$ cat config.mk
export PLATFORM = sky130hd
export DESIGN_NAME = count_event_monitor
export DESIGN_NICKNAME = d
export VERILOG_FILES = /design/src/rtl/count_mon_pkg.sv /design/src/rtl/evt_fifo.sv /design/src/rtl/count_event_monitor.sv
export SDC_FILE = /design/constraint.sdc
export NUM_CORES = 1
export LEC_CHECK = 0
export BUFFER_PORTS_ARGS = -buffer_cell sky130_fd_sc_hd__buf_2
export CELL_PAD_IN_SITES_DETAIL_PLACEMENT = 1
export CELL_PAD_IN_SITES_GLOBAL_PLACEMENT = 1
export CORE_ASPECT_RATIO = 0.7
export CORE_MARGIN = 1.5
export CORE_UTILIZATION = 40
export DETAILED_ROUTE_END_ITERATION = 8
export GPL_ROUTABILITY_DRIVEN = 0
export GPL_TIMING_DRIVEN = 0
export PLACE_DENSITY = 0.68
export SYNTH_ARGS = -nofsm -noshare
export SYNTH_HDL_FRONTEND = slang
export SYNTH_SLANG_ARGS = --single-unit
$ cat constraint.sdc
create_clock -name clk -period 4.46 [get_ports clk]
set_clock_uncertainty 0.15 [all_clocks]
set_input_delay 0.669 -clock clk [delete_from_list [all_inputs] [get_ports clk]]
set_output_delay 0.669 -clock clk [all_outputs]
set_load 0.05 [all_outputs]
$ cat src/rtl/count_mon_pkg.sv
// Shared types for the counter event monitor: event codes, FSM states and
// the timestamped event record carried through the FIFO.
package count_mon_pkg;

    localparam int unsigned CM_WIDTH   = 8;
    localparam int unsigned CM_STAMP_W = 16;

    typedef enum logic [1:0] {
        EVT_WRAP     = 2'b01,
        EVT_THRESH   = 2'b10,
        EVT_STEP_ERR = 2'b11
    } evt_code_t;

    typedef enum logic [1:0] {
        IDLE  = 2'd0,
        PRIME = 2'd1,
        RUN   = 2'd2
    } mon_state_t;

    typedef struct packed {
        evt_code_t               code;
        logic [CM_WIDTH-1:0]     count;
        logic [CM_STAMP_W-1:0]   stamp;
    } evt_rec_t;

endpackage

$ cat src/rtl/evt_fifo.sv
// First-word-fall-through FIFO of event records; the head output holds the
// last shown record while empty.
module evt_fifo
    import count_mon_pkg::*;
#(
    parameter int unsigned DEPTH = 4
) (
    input  logic     clk,
    input  logic     reset,
    input  logic     flush,
    input  logic     push,
    input  evt_rec_t din,
    output logic     full,
    input  logic     pop,
    output logic     empty,
    output evt_rec_t head
);

    localparam int unsigned AW = $clog2(DEPTH);

    logic [AW:0] wr_q, wr_d;
    logic [AW:0] rd_q, rd_d;
    evt_rec_t    mem_q [DEPTH];
    evt_rec_t    last_q;
    logic        do_push;
    logic        do_pop;

    // Pointer update; a push into a full FIFO only lands if a pop frees the slot.
    always_comb begin
        empty   = (wr_q == rd_q);
        full    = (wr_q[AW] != rd_q[AW]) && (wr_q[AW-1:0] == rd_q[AW-1:0]);
        do_pop  = pop && !empty && !flush;
        do_push = push && !flush && (!full || do_pop);
        head    = empty ? last_q : mem_q[rd_q[AW-1:0]];
        wr_d    = wr_q;
        rd_d    = rd_q;
        if (flush) begin
            wr_d = '0;
            rd_d = '0;
        end else begin
            if (do_push) wr_d = wr_q + (AW+1)'(1);
            if (do_pop)  rd_d = rd_q + (AW+1)'(1);
        end
    end

    always_ff @(posedge clk or negedge reset) begin
        if (!reset) begin
            wr_q   <= '0;
            rd_q   <= '0;
            last_q <= '0;
            for (int unsigned i = 0; i < DEPTH; i++) mem_q[i] <= '0;
        end else begin
            wr_q   <= wr_d;
            rd_q   <= rd_d;
            last_q <= head;
            if (do_push) mem_q[wr_q[AW-1:0]] <= din;
        end
    end

endmodule

$ cat src/rtl/count_event_monitor.sv
// Watches a free-running counter for legal +1 steps and queues timestamped
// WRAP / THRESH / STEP_ERR records for a valid/ready consumer.
module count_event_monitor
    import count_mon_pkg::*;
#(
    parameter logic [CM_WIDTH-1:0] THRESH     = CM_WIDTH'(8'hC0),
    parameter int unsigned         FIFO_DEPTH = 4
) (
    input  logic                  clk,
    input  logic                  reset,
    input  logic [CM_WIDTH-1:0]   count_in,
    input  logic                  enable,
    input  logic                  clear,
    output logic                  evt_valid,
    input  logic                  evt_ready,
    output logic [1:0]            evt_code,
    output logic [CM_WIDTH-1:0]   evt_count,
    output logic [CM_STAMP_W-1:0] evt_stamp,
    output logic                  overflow
);

    mon_state_t            state_q, state_d;
    logic [CM_WIDTH-1:0]   prev_q, prev_d;
    logic [CM_STAMP_W-1:0] stamp_q, stamp_d;
    logic                  pend_valid_q, pend_valid_d;
    evt_rec_t              pend_rec_q, pend_rec_d;
    logic                  overflow_q, overflow_d;

    logic                  step_ok;
    logic                  hit;
    evt_code_t             code_sel;
    logic                  fifo_full;
    logic                  fifo_empty;
    evt_rec_t              fifo_head;

    // Sequencing and classification; a detected event waits one cycle in the pending stage.
    always_comb begin
        state_d      = state_q;
        prev_d       = prev_q;
        stamp_d      = stamp_q + CM_STAMP_W'(1);
        pend_valid_d = 1'b0;
        pend_rec_d   = pend_rec_q;
        hit          = 1'b0;
        code_sel     = EVT_STEP_ERR;
        step_ok      = (count_in == CM_WIDTH'(prev_q + CM_WIDTH'(1)));

        if (clear) begin
            state_d = enable ? PRIME : IDLE;
        end else begin
            case (state_q)
                IDLE: begin
                    if (enable) state_d = PRIME;
                end
                PRIME: begin
                    if (!enable) begin
                        state_d = IDLE;
                    end else begin
                        prev_d  = count_in;
                        state_d = RUN;
                    end
                end
                RUN: begin
                    if (!enable) begin
                        state_d = IDLE;
                    end else begin
                        prev_d = count_in;
                        if (!step_ok) begin
                            hit      = 1'b1;
                            code_sel = EVT_STEP_ERR;
                        end else if (count_in == '0) begin
                            hit      = 1'b1;
                            code_sel = EVT_WRAP;
                        end else if (count_in == THRESH) begin
                            hit      = 1'b1;
                            code_sel = EVT_THRESH;
                        end
                    end
                end
                default: state_d = IDLE;
            endcase
        end

        if (hit) begin
            pend_valid_d = 1'b1;
            pend_rec_d   = '{code: code_sel, count: count_in, stamp: stamp_q};
        end
    end

    // Sticky drop flag: the FIFO is full and the head is not leaving this cycle.
    always_comb begin
        overflow_d = overflow_q;
        if (clear) begin
            overflow_d = 1'b0;
        end else if (pend_valid_q && fifo_full && !evt_ready) begin
            overflow_d = 1'b1;
        end
    end

    always_ff @(posedge clk or negedge reset) begin
        if (!reset) begin
            state_q      <= IDLE;
            prev_q       <= '0;
            stamp_q      <= '0;
            pend_valid_q <= 1'b0;
            pend_rec_q   <= '0;
            overflow_q   <= 1'b0;
        end else begin
            state_q      <= state_d;
            prev_q       <= prev_d;
            stamp_q      <= stamp_d;
            pend_valid_q <= pend_valid_d;
            pend_rec_q   <= pend_rec_d;
            overflow_q   <= overflow_d;
        end
    end

    evt_fifo #(
        .DEPTH (FIFO_DEPTH)
    ) u_fifo (
        .clk   (clk),
        .reset (reset),
        .flush (clear),
        .push  (pend_valid_q && !clear),
        .din   (pend_rec_q),
        .full  (fifo_full),
        .pop   (evt_ready),
        .empty (fifo_empty),
        .head  (fifo_head)
    );

    assign evt_valid = !fifo_empty;
    assign evt_code  = fifo_head.code;
    assign evt_count = fifo_head.count;
    assign evt_stamp = fifo_head.stamp;
    assign overflow  = overflow_q;

endmodule

==> impl_metrics.ini <==
[sta]
min_period_ns = 3.91
post-route-period-util = 0.876
worst_slew_pin_slew_ns = 0.988
setup_viol = 0
fmax_mhz = 256
hold_viol = 0
setup-tns-final_ns = 0
fin_ws_ns = 0.554
final_max_slew_viol_count = 0
rsz0062_at_grt = no
relSlewSlack = 0.341

[pwr]
power_uw = 4060
power.density_nw_per_um2 = 432
p_sw_frac = 0.247
ir_drop_mv = 0.257
p_switching_uw = 1000
clkPwrFrac = 0.424
pwr-share-seq = 0.480
internal-power_uw = 3060
p_comb_frac = 0.096
leakagePower_uw = 0.00466

[synthesis]
synth_seq_cells = 190
synth_ff_type = dfrtp_1
synthTopCellsByArea = dfrtp_1 (58%), mux2_2 (19%), mux4_2 (7.2%)
synthesis.nets = 559
async_flop_share = 1.00
synth_top_area_share = 0.583
synth_edf_count = 0
avgSynthCellArea_um2 = 15.2
yosysUniqueCellTypes = 37
syn_area_um2 = 8160
synthCells = 536
yosysWarnings = 0
synth_top_area_cell = dfrtp_1
seq_area_frac_synth = 0.583

[cts]
cts_resized = 0
cts_hold_repair.buffers = 0
cts_root_buf = clkbuf_16
cts_sinks = 190
post-cts-setup-buffer-count = 0
htreeDepth = 4
clk_latency_ns = 0.43
cts_buffers = 17
clk_pin_slew_ns = 0.07
clockBufferDepth = 2
tritoncts = built

[detailed_routing]
dr.max_layer_used = met4
vias = 4501
firstDrtPassIters = 4
drt_wl_total_um = 17400
routed_via_density = 5.12
ant_nets = 0
drc = 0
wl_met1_um = 8740
wl_per_cell_um = 19.8
wl_met3_um = 386
drt-initial-drc-count = 170
wl_met2_um = 8070

[setup_path]
cp.arrival_ns = 3.09
crit_fanout = 10
critPathLaunchType = flip-flop
cp.required_ns = 3.64
end_kind = output pin
critPathKind = flip-flop to output pin

[place]
place_worst_setup_slack_ns = 0.951
dp_cells = 847
numPortBuffers = 40
dp.final_hpwl_um = 11600

[floorplan]
die_area_um2 = 21300
core_area_um2 = 19900
die_w_um = 174
die_h_um = 123
top_level_ports = 41
row_count = 43
start_util = 0.410

[run_status]
outcome = completed

[finish]
drive_gt1_frac = 0.407
n_antenna_cell = 0
post-route-util = 0.472
area_growth_pct = 15.2
nNetsFinal = 619
stdcell_count = 879

[global_routing]
grt.overflow.total = 0
grt_first_pass_wirelength_um = 29000
grtUsageTotal = 0.181
antenna_found_initial = 0
grt_pass1_vias = 5142
grt_max_degree = 115

[run]
cap_viol_max_count = 0

[hold_path]
holdCritPathClass = input pin to asynchronous set/reset pin
## metal layers
metal | GRT usage | vias up
met5 | 0 | -
met3 | 0.0415 | 13
met4 | 0.0490 | 0
met2 | 0.287 | 39
li1 | - | 2046
met1 | 0.253 | 2403
## cell type report
| cell class | count | area, µm² |
|---|---|---|
| plain buffers | 21 | 103 |
| clock buffers | 19 | 433 |
| clock inverters | 13 | 235 |
| fillers | 1973 | 10500 |
| inverters | 9 | 33.8 |
| multi-input cells | 316 | 3270 |
| flip-flops and latches | 190 | 4750 |
| well taps | 270 | 338 |
| repair buffers | 41 | 238 |
## worst paths after layout
path	start	slack, ns	to	cells past startpoint
max	u_fifo.rd_q[0]$_DFFE_PN0P_	0.55	evt_count[6]	5
min	reset	0.04	u_fifo.last_q[20]$_DFF_PN0_	1
max reg2reg	prev_q[0]$_DFFE_PN0P_	1.41	pend_rec_q[17]$_DFFE_PN0P_	8
min reg2reg	stamp_q[15]$_DFF_PN0_	0.33	stamp_q[15]$_DFF_PN0_	1
max in group asynchronous	reset	3.16	u_fifo.mem_q[13]$_DFFE_PN0P_	2
min in group clk	stamp_q[15]$_DFF_PN0_	0.33	stamp_q[15]$_DFF_PN0_	1
## power by group through the flow
stage,combinational [µW],clock [µW],sequential (µW)
finish,390,1720,1950
floorplan,281,0,1930
detailed placement,394,0,1970
global route,435,1840,1960
global placement,372,0,1960
CTS,397,1770,1940
## registers in the layout (all words and copies together), names as in the netlist
name           flops
u_fifo.mem_q     104
pend_rec_q        26
u_fifo.last_q     26
stamp_q           16
prev_q             8
u_fifo.rd_q        3
u_fifo.wr_q        3
state_q            2
overflow           1
pend_valid_q       1
## kinds of logic (layout without fill, tap and decap cells)
logic type      count (synthesis)  after routing  share of synthesized area
flops                         190            190                      0.583
mux                           185            185                      0.291
simple gates                   65             65                     0.0396
xor+xnor                       34             34                     0.0365
buf+inv                        30            103                     0.0167
compound gates                 22             22                     0.0182
fa+ha+maj                      10             10                     0.0153
## critical path, stage by stage, from the launching register on
cell,delay [ns]
dfrtp_1,0.35
buf_2,0.36
buf_1,0.78
mux4_2,0.64
mux2_2,0.29
buf_2,0.21
## layout by cell type, fill, tap and decap left out, types with 2 or more instances in the layout
master      count
clkbuf_16      17
nor2b_1         3
a32o_1          2
nor2_1         14
buf_2          49
clkbuf_1        9
nand2_1        21
nand4_1         3
or3_1           2
clkinv_4        2
inv_6           2
inv_1           9
mux4_2         26
mux2_1         22
nand3b_1        2
buf_1           2
dfrtp_1       190
o22a_1          2
nor3_1          2
nand3_1         8
xnor2_1        16
o21ai_0         9
bufinv_16       6
xor2_1         18
a21oi_1         7
mux2_2        136
clkinvlp_4      2
nor4_1          2
ha_1           10
## Yosys cell counts (all sizes together), types with 2 or more instances
cell type and number:
a32o 2, or3 2, nor3 2, inv 9
xor2 18, o21ai 10, clkbuf 7, nor4 2
a21oi 7, xnor2 16, nand3 8, mux4 26
buf 14, nor2b 3, o22a 2, dfrtp 190
mux2 158, nand3b 2, ha 10, nand4 4
nand2 21, nor2 14
## stage by stage
step           cell area (µm²)  hold WS, ns
3_5_place_dp              8740        0.315
6_report                  9400       0.0432
4_1_cts                   9400       0.0583
5_1_grt                   9400       0.0844
3_3_place_gp              8700        0.316
2_1_floorplan             8160        0.223
Power figures use the tool's default switching activity.
